<file path="config.mk">
export PLATFORM = sky130hd
export DESIGN_NAME = dkong3_dma_seq_flat
export DESIGN_NICKNAME = d
export VERILOG_FILES = /design/src/rtl/dkong3_dma_seq_if.sv /design/src/rtl/dkong3_dma_seq.sv /design/src/flat_wrapper.sv
export SDC_FILE = /design/constraint.sdc
export NUM_CORES = 1
export LEC_CHECK = 0
export ABC_AREA = 1
export CORE_AREA = 2 2 75 77
export DETAILED_ROUTE_END_ITERATION = 16
export DIE_AREA = 0 0 77 79
export GPL_TIMING_DRIVEN = 0
export PLACE_DENSITY = 0.8
export SLEW_MARGIN = 40
export SYNTH_ARGS = -nofsm -noshare
export SYNTH_HDL_FRONTEND = slang
export SYNTH_SLANG_ARGS = --single-unit
</file>
<file path="constraint.sdc">
create_clock -name I_CLK -period 4.24 [get_ports I_CLK]
set_input_delay 0.424 -clock I_CLK [delete_from_list [all_inputs] [get_ports I_CLK]]
set_output_delay 0.424 -clock I_CLK [all_outputs]
set_load 0.02 [all_outputs]
</file>
<file path="src/rtl/dkong3_dma_seq_if.sv">
// dkong3_dma_seq_if: trigger, bus-hold and RAM-port bundle for the sprite DMA.
// O_CSUM exists only when DKONG3_DMA_CSUM_EN is defined.
interface dkong3_dma_seq_if #(
  parameter int AW = 10
);
  logic          I_DMA_TRIG;
  logic          I_HLDA;
  logic [7:0]    I_DMA_DS;
  logic          O_HOLD;
  logic          O_BUSY;
  logic          O_DONE;
  logic [AW-1:0] O_DMA_AS;
  logic          O_DMA_CES;
  logic [AW-1:0] O_DMA_AD;
  logic [7:0]    O_DMA_DD;
  logic          O_DMA_CED;
`ifdef DKONG3_DMA_CSUM_EN
  logic [7:0]    O_CSUM;

  modport master (
    input  I_DMA_TRIG, I_HLDA, I_DMA_DS,
    output O_HOLD, O_BUSY, O_DONE,
    output O_DMA_AS, O_DMA_CES,
    output O_DMA_AD, O_DMA_DD, O_DMA_CED,
    output O_CSUM
  );

  modport slave (
    output I_DMA_TRIG, I_HLDA, I_DMA_DS,
    input  O_HOLD, O_BUSY, O_DONE,
    input  O_DMA_AS, O_DMA_CES,
    input  O_DMA_AD, O_DMA_DD, O_DMA_CED,
    input  O_CSUM
  );
`else
  modport master (
    input  I_DMA_TRIG, I_HLDA, I_DMA_DS,
    output O_HOLD, O_BUSY, O_DONE,
    output O_DMA_AS, O_DMA_CES,
    output O_DMA_AD, O_DMA_DD, O_DMA_CED
  );

  modport slave (
    output I_DMA_TRIG, I_HLDA, I_DMA_DS,
    input  O_HOLD, O_BUSY, O_DONE,
    input  O_DMA_AS, O_DMA_CES,
    input  O_DMA_AD, O_DMA_DD, O_DMA_CED
  );
`endif
endinterface

</file>
<file path="src/rtl/dkong3_dma_seq.sv">
// dkong3_dma_seq: bus-hold sprite DMA, work RAM -> object RAM, 1 byte/clock.
// Optional DKONG3_DMA_CSUM_EN adds a mod-256 checksum of the last transfer.
module dkong3_dma_seq #(
  parameter int            XFER_LEN = 415,
  parameter int            AW       = 10,
  parameter logic [AW-1:0] SRC_BASE = '0,
  parameter logic [AW-1:0] DST_BASE = '0
) (
  input logic              I_CLK,
  input logic              I_RESET,
  dkong3_dma_seq_if.master bus
);

  typedef enum logic [1:0] {
    IDLE,
    REQ,
    RUN,
    DONE
  } state_t;

  localparam int            CW   = 11;
  localparam logic [CW-1:0] LEN  = CW'(XFER_LEN);
  localparam logic [CW-1:0] LAST = CW'(XFER_LEN + 1);

  state_t        state;
  logic          trig_d;
  logic          pend;
  logic          rd_v;
  logic [CW-1:0] rd_idx;
  logic [AW-1:0] wr_idx;
  logic          start;

  assign start = bus.I_DMA_TRIG & ~trig_d;

  always_ff @(posedge I_CLK) begin
    if (I_RESET) begin
      state         <= IDLE;
      trig_d        <= 1'b1;
      pend          <= 1'b0;
      rd_v          <= 1'b0;
      rd_idx        <= '0;
      wr_idx        <= '0;
      bus.O_HOLD    <= 1'b0;
      bus.O_BUSY    <= 1'b0;
      bus.O_DONE    <= 1'b0;
      bus.O_DMA_AS  <= '0;
      bus.O_DMA_CES <= 1'b0;
      bus.O_DMA_AD  <= '0;
      bus.O_DMA_DD  <= '0;
      bus.O_DMA_CED <= 1'b0;
    end else begin
      trig_d        <= bus.I_DMA_TRIG;
      rd_v          <= 1'b0;
      bus.O_DONE    <= 1'b0;
      bus.O_DMA_CES <= 1'b0;
      bus.O_DMA_CED <= 1'b0;
      if (start && state != IDLE)
        pend <= 1'b1;
      case (state)
        IDLE: begin
          if (start) begin
            state      <= REQ;
            bus.O_BUSY <= 1'b1;
            bus.O_HOLD <= 1'b1;
          end
        end
        REQ: begin
          if (bus.I_HLDA) begin
            state         <= RUN;
            rd_idx        <= '0;
            wr_idx        <= '0;
            bus.O_DMA_CES <= 1'b1;
            bus.O_DMA_AS  <= SRC_BASE;
          end
        end
        RUN: begin
          // read k in cycle k, its data lands k+1, written in k+2
          rd_idx <= rd_idx + 1'b1;
          rd_v   <= bus.O_DMA_CES;
          if (rd_idx + 1'b1 < LEN) begin
            bus.O_DMA_CES <= 1'b1;
            bus.O_DMA_AS  <= bus.O_DMA_AS + 1'b1;
          end
          if (rd_v) begin
            bus.O_DMA_CED <= 1'b1;
            bus.O_DMA_AD  <= DST_BASE + wr_idx;
            bus.O_DMA_DD  <= bus.I_DMA_DS;
            wr_idx        <= wr_idx + 1'b1;
          end
          if (rd_idx == LAST) begin
            state      <= DONE;
            bus.O_HOLD <= 1'b0;
            bus.O_DONE <= 1'b1;
          end
        end
        DONE: begin
          if (pend || start) begin
            state      <= REQ;
            pend       <= 1'b0;
            bus.O_HOLD <= 1'b1;
          end else begin
            state      <= IDLE;
            bus.O_BUSY <= 1'b0;
          end
        end
      endcase
    end
  end

`ifdef DKONG3_DMA_CSUM_EN
  logic [7:0] acc;

  always_ff @(posedge I_CLK) begin
    if (I_RESET) begin
      acc        <= '0;
      bus.O_CSUM <= '0;
    end else if (state == REQ && bus.I_HLDA) begin
      acc <= '0;
    end else if (state == RUN) begin
      if (bus.O_DMA_CED)
        acc <= acc + bus.O_DMA_DD;
      // last write is still in flight on the cycle we publish
      if (rd_idx == LAST)
        bus.O_CSUM <= acc + (bus.O_DMA_CED ? bus.O_DMA_DD : 8'h00);
    end
  end
`endif

endmodule

</file>
<file path="src/flat_wrapper.sv">
// flat-port wrapper written by rule: the top's interface ports become plain ports
module dkong3_dma_seq_flat 
#(
  parameter int            XFER_LEN = 415,
  parameter int            AW       = 10,
  parameter logic [AW-1:0] SRC_BASE = '0,
  parameter logic [AW-1:0] DST_BASE = '0
)
  (I_CLK, I_RESET, bus_I_DMA_TRIG, bus_I_HLDA, bus_I_DMA_DS, bus_O_HOLD, bus_O_BUSY, bus_O_DONE, bus_O_DMA_AS, bus_O_DMA_CES, bus_O_DMA_AD, bus_O_DMA_DD, bus_O_DMA_CED);
  dkong3_dma_seq_if #(.AW(AW)) bus_i ();
  input logic I_CLK;
  input logic I_RESET;
  input wire logic [$bits(bus_i.I_DMA_TRIG)-1:0] bus_I_DMA_TRIG;
  input wire logic [$bits(bus_i.I_HLDA)-1:0] bus_I_HLDA;
  input wire logic [$bits(bus_i.I_DMA_DS)-1:0] bus_I_DMA_DS;
  output wire logic [$bits(bus_i.O_HOLD)-1:0] bus_O_HOLD;
  output wire logic [$bits(bus_i.O_BUSY)-1:0] bus_O_BUSY;
  output wire logic [$bits(bus_i.O_DONE)-1:0] bus_O_DONE;
  output wire logic [$bits(bus_i.O_DMA_AS)-1:0] bus_O_DMA_AS;
  output wire logic [$bits(bus_i.O_DMA_CES)-1:0] bus_O_DMA_CES;
  output wire logic [$bits(bus_i.O_DMA_AD)-1:0] bus_O_DMA_AD;
  output wire logic [$bits(bus_i.O_DMA_DD)-1:0] bus_O_DMA_DD;
  output wire logic [$bits(bus_i.O_DMA_CED)-1:0] bus_O_DMA_CED;
  assign bus_i.I_DMA_TRIG = bus_I_DMA_TRIG;
  assign bus_i.I_HLDA = bus_I_HLDA;
  assign bus_i.I_DMA_DS = bus_I_DMA_DS;
  assign bus_O_HOLD = bus_i.O_HOLD;
  assign bus_O_BUSY = bus_i.O_BUSY;
  assign bus_O_DONE = bus_i.O_DONE;
  assign bus_O_DMA_AS = bus_i.O_DMA_AS;
  assign bus_O_DMA_CES = bus_i.O_DMA_CES;
  assign bus_O_DMA_AD = bus_i.O_DMA_AD;
  assign bus_O_DMA_DD = bus_i.O_DMA_DD;
  assign bus_O_DMA_CED = bus_i.O_DMA_CED;
  dkong3_dma_seq #(.XFER_LEN(XFER_LEN), .AW(AW), .SRC_BASE(SRC_BASE), .DST_BASE(DST_BASE)) u_core (.I_CLK(I_CLK), .I_RESET(I_RESET), .bus(bus_i));
endmodule
</file>
==> results of run 1 <==
stage by stage:
stage          hold slack (ns)  std cells  util, %  instance area [µm²]  setup WS [ns]
2_1_floorplan            0.447        413        -                 2960           2.47
3_3_place_gp             0.434        529     65.4                 3490           2.00
3_5_place_dp             0.434        529     65.4                 3490           1.99
4_1_cts                  0.455        545     69.2                 3690           2.15
5_1_grt                  0.467        545     69.2                 3690           1.88
6_report                 0.455        545     69.2                 3690           2.12
how the worst min path moves through the flow:
| stage | end | from | depth (start not counted) |
|---|---|---|---|
| after floorplan | u_core.pend | u_core.pend | 2 |
| after global placement | u_core.rd_v | u_core.bus.O_DMA_CES | 2 |
| after detailed placement | u_core.rd_v | u_core.bus.O_DMA_CES | 2 |
| after CTS | u_core.rd_v | u_core.bus.O_DMA_CES | 2 |
| after global routing | u_core.rd_v | u_core.bus.O_DMA_CES | 2 |
| final | u_core.rd_v | u_core.bus.O_DMA_CES | 2 |
metal layers:
metal / track usage, % / vias to the layer above / share of wire (%)
li1: - / 1461 / -
met1: 30.8 / 1300 / 48
met2: 37.5 / 60 / 45
met3: 5.91 / 11 / 4.6
met4: 10.9 / 0 / 1.7
met5: 0 / - / 0
sequential cells by signal, summed over array words and instances, names as in the netlist, 2 cells and up:
register / count
u_core.wr_idx: 10
u_core.bus.O_DMA_AD: 10
u_core.state: 2
u_core.rd_idx: 11
u_core.bus.O_DMA_DD: 8
u_core.bus.O_DMA_AS: 10
cells by family (layout without fill, tap and decap cells):
group / count (synthesis) / after routing / share of synthesized area (%)
xor+xnor: 2 / 2 / 0.592
simple gates: 207 / 207 / 32.4
buf+inv: 60 / 120 / 8.66
fa+ha+maj: 8 / 8 / 3.38
compound gates: 77 / 77 / 15.1
flops: 59 / 59 / 39.9
worst max-delay path, stage by stage, from the launching register on:
cell	delay [ns]
dfxtp_1	0.42
inv_1	0.09
ha_1	0.28
inv_2	0.16
nand2_2	0.11
a21oi_4	0.20
nand2_1	0.14
nor3_2	0.20
nand4_1	0.17
a21oi_1	0.16
o21a_1	0.13
area by class of cell:
type	instances	area [µm²]	share of cell area [%]
Inverter	44	165	4.47
Clock inverter	6	63.8	1.73
Sequential cell	59	1180	32.0
Clock buffer	10	138	3.73
Buffer	16	91.3	2.47
Multi-Input combinational cell	294	1520	41.3
Timing Repair Buffer	44	440	11.9
Tap cell	72	90.1	2.44
placed cells by master, fill, tap and decap left out, types with 9 or more instances in the layout:
cell type	Yosys	final
nand2_1	88	88
dfxtp_1	59	59
nor2_1	49	49
clkdlybuf4s50_1	0	44
inv_1	39	39
a21oi_1	33	33
nand3_1	28	28
o21ai_0	28	28
clkbuf_8	0	10
nand4_1	9	9
power groups by stage:
stage | logic, µW | registers [µW] | clock network (µW)
6_report | 658 | 665 | 523
5_1_grt | 722 | 671 | 557
2_1_floorplan | 432 | 704 | 0
3_5_place_dp | 647 | 674 | 0
3_3_place_gp | 638 | 673 | 0
4_1_cts | 653 | 663 | 531
==> flow_summary_export.csv, run 1 <==
group,metric,value,unit
run_status,status,"completed",
floorplan,fp.dieH,79,µm
clock_tree,clk_pin_slew,0.07,ns
clock_tree,cts_tree,"done",
clock_tree,cts-root-buf,"clkbuf_8",
synth,netlist_area,0.00296,mm²
grt,track_usage,23.8,%
run,maxCapViolations,0,
synth,synth_area_leaders,"dfxtp_1 40%, nand2_1 11%, nor2_1 6.2%",
grt,grt_pass1_wl,11.4,mm
power,clkPwrFrac,28.3,%
timing,finalSetupTns,0,ns
finish,n_antenna_cell,0,
finish,area_growth,24.7,%
timing,finalSetupViolCount,0,
clock_tree,post_cts_buffers,0,
critical_path,path_class,"reg -> reg",
clock_tree,clk_latency,0.34,ns
critical_path,critical_path.endpoint,"u_core.wr_idx[9]",
timing,period_needed,2.12,ns
power,power,1850,µW
synth,netlist_top_cells_count,"88 x nand2_1, 59 x dfxtp_1, 49 x nor2_1",
critical_path,rr_worst_depth,10,
grt,grt_pass1_vias,2519,
critical_path,crit_path_start_kind,"flip-flop",
detailed_routing,dr.pass1.iters,4,
clock_tree,cts_buffer_depth,2,
grt,grt_max_degree,12,
min_path,worstHoldPathType,"reg -> reg",
power,irDropWorstVdd,408,µV
synth,synthCells,413,
clock_tree,cts_resized,0,
power,p_comb_share,35.7,%
critical_path,timing.rr.start,"u_core.state[0]",
power,powerDensity,500,mW/mm²
grt,grt-ovfl-total,0,
detailed_routing,via_per_inst,5.20,
placed_design,dpl.hpwl,4.89,mm
synth,yosysMostFrequentCell,"nand2_1",
finish,fin_nets,488,
floorplan,coreArea,0.00534,mm²
floorplan,design.die.area,0.00608,mm²
power,p_int,1140,µW
synth,ys_seq_area_share,39.9,%
timing,final_hold_viol_count,0,
finish,drive_above_1_share,12.1,%
timing,worst_slew_pin_slew,0.603,ns
detailed_routing,routed_wl,6.94,mm
clock_tree,cts_buffers,9,
synth,synth-seq-cells,59,
timing,relSlewSlack,59.8,%
timing,rsz0062_at_grt,"false",
floorplan,fp-row-count,27,
timing,max_freq,472,MHz
synth,post-synth-top-area-cell,"dfxtp_1",
critical_path,r2r_end,"u_core.wr_idx[9]",
detailed_routing,dr_total_vias,2832,
synth,yosysWarnings,0,
synth,syn-num-nets,433,
critical_path,critPathArrivalTime,2.41,ns
placed_design,gp_congestion,0.861,
floorplan,io_pins,45,
synth,ys_async_sr_fraction,0,%
detailed_routing,drc,0,
timing,post-route-period-util,50.0,%
synth,synth_area_per_cell,7.17,µm²
clock_tree,ctsHoldBuffers,0,
critical_path,end_kind,"flip-flop",
critical_path,crit_path_start,"u_core.state[0]",
grt,antenna_found_initial,0,
synth,synth_top_cell_area_share,39.9,%
detailed_routing,final_antenna_net_count,0,
detailed_routing,drt_iter0_markers,134,
power,netSwitchingFraction,38.0,%
floorplan,start_util,55.5,%
critical_path,reg2reg_setup_slack,2.12,ns
floorplan,fp.dieW,77,µm
placed_design,port_buffers,44,
power,seqPwrFrac,36.0,%
power,power.switching,702,µW
clock_tree,clock-sinks,59,
timing,clock-skew-final,0.0101,ns
finish,fillers,481,
power,p_leak,0.00133,µW
clock_tree,htreeDepth,3,
timing,slew_violations,0,
synth,ys.flop_type,"dfxtp_1",
synth,synth_edf_count,0,
detailed_routing,wl_per_cell,12.7,µm
synth,netlist-cell-type-count,37,
critical_path,worstPathRequired,4.53,ns
critical_path,crit_fanout,7,
Note: power is estimated with default switching activity, not from simulation.
==> run 2, diff against run 1 <==
--- a/config.mk
+++ b/config.mk
@@ -6,11 +6,11 @@
 export NUM_CORES = 1
 export LEC_CHECK = 0
 export ABC_AREA = 1
-export CORE_AREA = 2 2 75 77
+export CORE_AREA = 2 2 78 80
 export DETAILED_ROUTE_END_ITERATION = 16
-export DIE_AREA = 0 0 77 79
+export DIE_AREA = 0 0 80 82
 export GPL_TIMING_DRIVEN = 0
-export PLACE_DENSITY = 0.8
+export PLACE_DENSITY = 0.74
 export SLEW_MARGIN = 40
 export SYNTH_ARGS = -nofsm -noshare
 export SYNTH_HDL_FRONTEND = slang
==> constraint.sdc (replaced) <==
create_clock -name I_CLK -period 2 [get_ports I_CLK]
set_input_delay 0.2 -clock I_CLK [delete_from_list [all_inputs] [get_ports I_CLK]]
set_output_delay 0.2 -clock I_CLK [all_outputs]
set_load 0.02 [all_outputs]
==> flow_summary_export.csv, run 2 (synthesized netlist as in run 1, its figures left out) <==
group,metric,value,unit
floorplan,coreArea,0.00575,mm²
timing,slew_violations,0,
finish,largest_reg_flops,11,
timing,final_hold_viol_count,0,
floorplan,fp.dieH,82,µm
finish,layout_commonest_cell,"nand2_1",
floorplan,fp.dieW,80,µm
finish,fillers,506,
finish,utilization,65.7,%
min_path,holdCritStartpoint,"bus_I_DMA_TRIG",
critical_path,end_kind,"flip-flop",
critical_path,cp_cell_sequence,"inv_1 -> ha_1 -> inv_2 -> nand2_2 -> a21oi_4 -> inv_2 -> nor2_2 -> inv_1 -> nor3_2 -> a21oi_1 -> nor3_1",
timing,max_freq,539,MHz
power,seqPwrFrac,35.7,%
power,p_leak,0.00138,µW
timing,period_needed,1.86,ns
critical_path,slowest_delay,0.38,ns
detailed_routing,drc,0,
detailed_routing,via_per_inst,5.02,
finish,n_antenna_cell,0,
critical_path,rr_worst_depth,11,
placed_design,port_buffers,44,
finish,register_area,0.00119,mm²
detailed_routing,wl_met1,3.33,mm
grt,grt_max_degree,11,
timing,clock-skew-final,0.00805,ns
grt,grt_pass1_wl,11.3,mm
min_path,hold_depth,2,
floorplan,io_pins,45,
grt,grt-ovfl-total,0,
critical_path,r2r_end,"u_core.wr_idx[6]",
finish,layout_common_cells,"87 x nand2_1, 55 x dfxtp_1, 48 x nor2_1",
critical_path,reg2reg_setup_slack,0.14,ns
finish,multiInputGateArea,0.00155,mm²
power,clkPwrFrac,28.7,%
floorplan,fp-row-count,28,
power,power.switching,1460,µW
detailed_routing,routed-wl-met3,254,µm
placed_design,dpl.hpwl,4.86,mm
finish,largest_register,"u_core.rd_idx",
run_status,status,"completed",
power,netSwitchingFraction,36.6,%
min_path,worstHoldPathType,"in -> reg",
min_path,min_to,"u_core.trig_d",
finish,fin_nets,490,
detailed_routing,drt_iter0_markers,168,
clock_tree,htreeDepth,3,
power,p_int,2520,µW
floorplan,design.die.area,0.00656,mm²
clock_tree,cts-root-buf,"clkbuf_8",
power,power,3980,µW
detailed_routing,final_antenna_net_count,0,
critical_path,critPathArrivalTime,2.12,ns
clock_tree,clk_latency,0.34,ns
critical_path,timing.rr.start,"u_core.state[0]",
power,irDropWorstVdd,902,µV
timing,post-route-period-util,92.8,%
critical_path,critPathTopFamily,"simple AND/OR/NAND/NOR gates",
timing,finalSetupViolCount,0,
timing,relSlewSlack,60.8,%
clock_tree,clk_pin_slew,0.06,ns
floorplan,start_util,51.5,%
grt,track_usage,22.2,%
critical_path,crit_fanout,6,
detailed_routing,wl_met2,3.11,mm
critical_path,slowest_stage,"dfxtp_2",
detailed_routing,top_layer_used,"met4",
critical_path,worstPathRequired,2.26,ns
detailed_routing,dr_total_vias,2759,
clock_tree,cts_tree,"done",
detailed_routing,dr.pass1.iters,4,
run,maxCapViolations,0,
grt,antenna_found_initial,0,
timing,rsz0062_at_grt,"true",
clock_tree,clock-sinks,59,
clock_tree,cts_buffer_depth,2,
critical_path,crit_cells,11,
finish,drive_above_1_share,14.9,%
power,p_comb_share,35.6,%
detailed_routing,routed_wl,6.78,mm
critical_path,critPathBufInv,4,
power,powerDensity,1050,mW/mm²
grt,grt_pass1_vias,2513,
clock_tree,cts_buffers,9,
placed_design,gp_congestion,0.840,
detailed_routing,wl_per_cell,12.3,µm
timing,worst_slew_pin_slew,0.589,ns
clock_tree,ctsHoldBuffers,0,
critical_path,path_class,"reg -> reg",
finish,area_growth,27.5,%
critical_path,crit_path_start_kind,"flip-flop",
## run 2: layout make-up
cell class / instances / share of cell area [%]
multi-input cells: 294 / 41.0
plain buffers: 16 / 2.75
flip-flops and latches: 59 / 31.5
clock inverters: 3 / 1.19
well taps: 75 / 2.49
clock buffers: 13 / 4.47
inverters: 44 / 4.47
repair buffers: 46 / 12.1
## run 2: stage by stage
| stage | setup WS [ns] | cells | hold slack (ns) | cell area [µm²] | TNS (ns) |
|---|---|---|---|---|---|
| 3_3_place_gp | -0.0604 | 532 | 0.451 | 3500 | -0.480 |
| 3_5_place_dp | -0.0812 | 532 | 0.452 | 3500 | -0.569 |
| 4_1_cts | 0.0135 | 550 | 0.456 | 3730 | 0 |
| 2_1_floorplan | 0.228 | 413 | 0.273 | 2960 | 0 |
| 5_1_grt | -0.0759 | 550 | 0.476 | 3780 | -0.139 |
| 6_report | 0.143 | 550 | 0.460 | 3780 | 0 |
## run 2: worst max-delay path by stage
stage,from,endpoint,slack [ns]
final,u_core.state[0],u_core.wr_idx[6],0.14
after global routing,u_core.state[0],u_core.wr_idx[9],-0.08
after CTS,u_core.rd_idx[0],u_core.bus.O_DMA_AS[5],0.01
after detailed placement,u_core.state[0],u_core.wr_idx[6],-0.08
after global placement,u_core.state[0],u_core.wr_idx[9],-0.06
after floorplan,u_core.state[0],u_core.wr_idx[9],0.23
## run 2: layer usage
layer	up-vias	global-route usage (%)
li1	1461	-
met1	1245	30.0
met2	47	33.2
met3	6	6.37
met4	0	8.98
met5	-	0
## run 2: power by group through the flow
| stage | clock network [µW] | registers (µW) | logic (µW) |
|---|---|---|---|
| final | 1140 | 1420 | 1420 |
| after global placement | 0 | 1430 | 1360 |
| after floorplan | 0 | 1490 | 917 |
| after global routing | 1230 | 1440 | 1550 |
| after CTS | 1160 | 1410 | 1400 |
| after detailed placement | 0 | 1440 | 1370 |
## run 2: what timing repair did
action                                  4_1_cts  5_1_grt
resized for setup                             3       19
pin swaps                                     1        1
setup buffers                                 2        0
endpoints found under the setup margin       16       41
cloned                                        0        0
==> run 3, diff against run 2 <==
--- a/config.mk
+++ b/config.mk
@@ -6,12 +6,12 @@
 export NUM_CORES = 1
 export LEC_CHECK = 0
 export ABC_AREA = 1
-export CORE_AREA = 2 2 78 80
+export CORE_AREA = 2 2 85 87
 export DETAILED_ROUTE_END_ITERATION = 16
-export DIE_AREA = 0 0 80 82
+export DIE_AREA = 0 0 87 89
 export GPL_TIMING_DRIVEN = 0
-export PLACE_DENSITY = 0.74
-export SLEW_MARGIN = 40
+export PLACE_DENSITY = 0.66
+export SLEW_MARGIN = 0
 export SYNTH_ARGS = -nofsm -noshare
 export SYNTH_HDL_FRONTEND = slang
 export SYNTH_SLANG_ARGS = --single-unit
==> constraint.sdc (replaced) <==
create_clock -name I_CLK -period 1.5 [get_ports I_CLK]
set_input_delay 0.15 -clock I_CLK [delete_from_list [all_inputs] [get_ports I_CLK]]
set_output_delay 0.15 -clock I_CLK [all_outputs]
set_load 0.02 [all_outputs]
==> flow_summary_export.csv, run 3 (synthesized netlist as in run 1, its figures left out) <==
group,metric,value,unit
finish,drive_above_1_share,36.0,%
power,irDropWorstVdd,1300,µV
finish,layout_commonest_cell,"nand2_1",
clock_tree,clock-sinks,59,
finish,fin_nets,534,
critical_path,crit_fanout,4,
finish,largest_reg_flops,11,
critical_path,worstPathRequired,1.79,ns
floorplan,fp-row-count,30,
detailed_routing,dr.pass1.iters,4,
detailed_routing,routed_wl,8.41,mm
finish,largest_register,"u_core.rd_idx",
clock_tree,cts_buffers,9,
floorplan,fp.dieW,87,µm
finish,fillers,535,
detailed_routing,drt_iter0_markers,212,
timing,slew_violations,0,
timing,setup_ws,-0.280,ns
grt,grt_pass1_vias,2778,
critical_path,path_class,"reg -> reg",
floorplan,design.die.area,0.00774,mm²
clock_tree,clk_latency,0.35,ns
detailed_routing,drc,0,
power,p_leak,0.00182,µW
clock_tree,cts-root-buf,"clkbuf_8",
placed_design,gp_congestion,0.816,
floorplan,start_util,44.1,%
finish,n_antenna_cell,0,
power,powerDensity,1430,mW/mm²
critical_path,crit_path_start_kind,"flip-flop",
timing,final_hold_viol_count,0,
timing,period_needed,1.78,ns
run,maxCapViolations,0,
floorplan,coreArea,0.00672,mm²
timing,worst_slew_pin_slew,0.664,ns
power,seqPwrFrac,29.4,%
placed_design,dpl.hpwl,5.12,mm
power,clkPwrFrac,19.7,%
finish,register_area,0.00121,mm²
finish,stdcell_count,599,
grt,grt_max_degree,12,
power,p_int,3940,µW
placed_design,place_inst,537,
grt,antenna_found_initial,0,
finish,area_growth,54.4,%
detailed_routing,wl_per_cell,14.0,µm
grt,grt_pass1_wl,13.2,mm
timing,finalSetupTns,-3.43,ns
detailed_routing,dr_total_vias,3114,
clock_tree,cts_buffer_depth,2,
floorplan,io_pins,45,
run_status,status,"finished, violations left",
floorplan,fp.dieH,89,µm
run_status,violations,"negative setup slack",
grt,grt-ovfl-total,0,
placed_design,preCtsSetupSlack,-0.536,ns
clock_tree,ctsHoldBuffers,0,
critical_path,end_kind,"flip-flop",
detailed_routing,via_per_inst,5.20,
critical_path,critPathArrivalTime,2.07,ns
power,power.switching,2610,µW
finish,multiInputGateArea,0.00192,mm²
clock_tree,clk_pin_slew,0.07,ns
timing,max_freq,562,MHz
clock_tree,htreeDepth,3,
placed_design,port_buffers,44,
power,netSwitchingFraction,39.8,%
timing,finalSetupViolCount,21,
detailed_routing,final_antenna_net_count,0,
timing,rsz0062_at_grt,"true",
grt,track_usage,21.8,%
timing,clock-skew-final,0.0143,ns
min_path,worstHoldPathType,"in -> reg",
clock_tree,cts_tree,"done",
power,p_comb_share,50.8,%
finish,layout_common_cells,"69 x nand2_1, 48 x dfxtp_1, 42 x nor2_1",
timing,post-route-period-util,119,%
timing,relSlewSlack,55.7,%
timing,fin_hold_ws,0.409,ns
-- run 3: cell count changes in the layout (fill, tap and decap cells not counted), moves of 7 or more --
cell / before / now
nand3_1: 27 / 18
clkdlybuf4s50_1: 44 / 32
buf_4: 5 / 36
dlygate4sd2_1: 0 / 9
buf_6: 1 / 14
inv_1: 39 / 31
nand2_1: 87 / 69
nand2_2: 7 / 20
dfxtp_1: 55 / 48
-- run 3: cell type report --
class,instances,area share [%]
clock buffers,10,2.79
inverters,44,4.13
well taps,80,2.19
multi-input cells,294,42.0
clock inverters,6,0.930
repair buffers,91,18.8
plain buffers,15,2.71
flip-flops and latches,59,26.5
-- run 3: worst paths after layout --
path                             start          endpoint  slack [ns]  cells after the start
setup reg to reg       u_core.state[0]  u_core.wr_idx[8]       -0.28                     13
setup / recovery       u_core.state[0]  u_core.wr_idx[8]       -0.28                     13
hold reg to reg   u_core.bus.O_DMA_CES       u_core.rd_v        0.45                      2
hold / removal          bus_I_DMA_TRIG     u_core.trig_d        0.41                      2
-- run 3: power by group through the flow --
stage / clock network (µW) / logic [µW] / registers (µW)
3_5_place_dp: 0 / 1960 / 1940
6_report: 1290 / 3330 / 1930
5_1_grt: 1380 / 3580 / 1950
2_1_floorplan: 0 / 1320 / 2020
3_3_place_gp: 0 / 1940 / 1930
4_1_cts: 1300 / 2770 / 1910
-- run 3: layer usage --
layer	wire [µm]	GRT usage [%]	vias to the layer above
li1	-	-	1551
met1	3800	27.4	1480
met2	4170	36.4	66
met3	255	3.79	17
met4	186	10.2	0
met5	0	0	-
-- run 3: metrics by stage --
step           util (%)  total power, µW  area, µm²
2_1_floorplan         -             3340       3030
3_3_place_gp       53.2             3870       3570
3_5_place_dp       53.2             3900       3570
4_1_cts            63.0             5980       4230
5_1_grt            68.1             6910       4570
6_report           68.1             6550       4570
-- run 3: worst max-delay path, cell delays in order, from the launching register on --
cell,delay (ns)
dfxtp_4,0.38
inv_4,0.04
ha_4,0.18
clkinv_4,0.06
nand2_4,0.05
a21oi_4,0.21
buf_4,0.14
buf_6,0.09
buf_6,0.08
nand3_2,0.07
nor2_4,0.10
nand2_2,0.07
a21oi_2,0.13
o21a_1,0.12
-- run 3: what timing repair did --
action                     CTS  global route
gates cloned                 2             1
pin swaps                   24            31
setup buffers               34            17
setup endpoints to repair   61            56
resized for setup           72            76
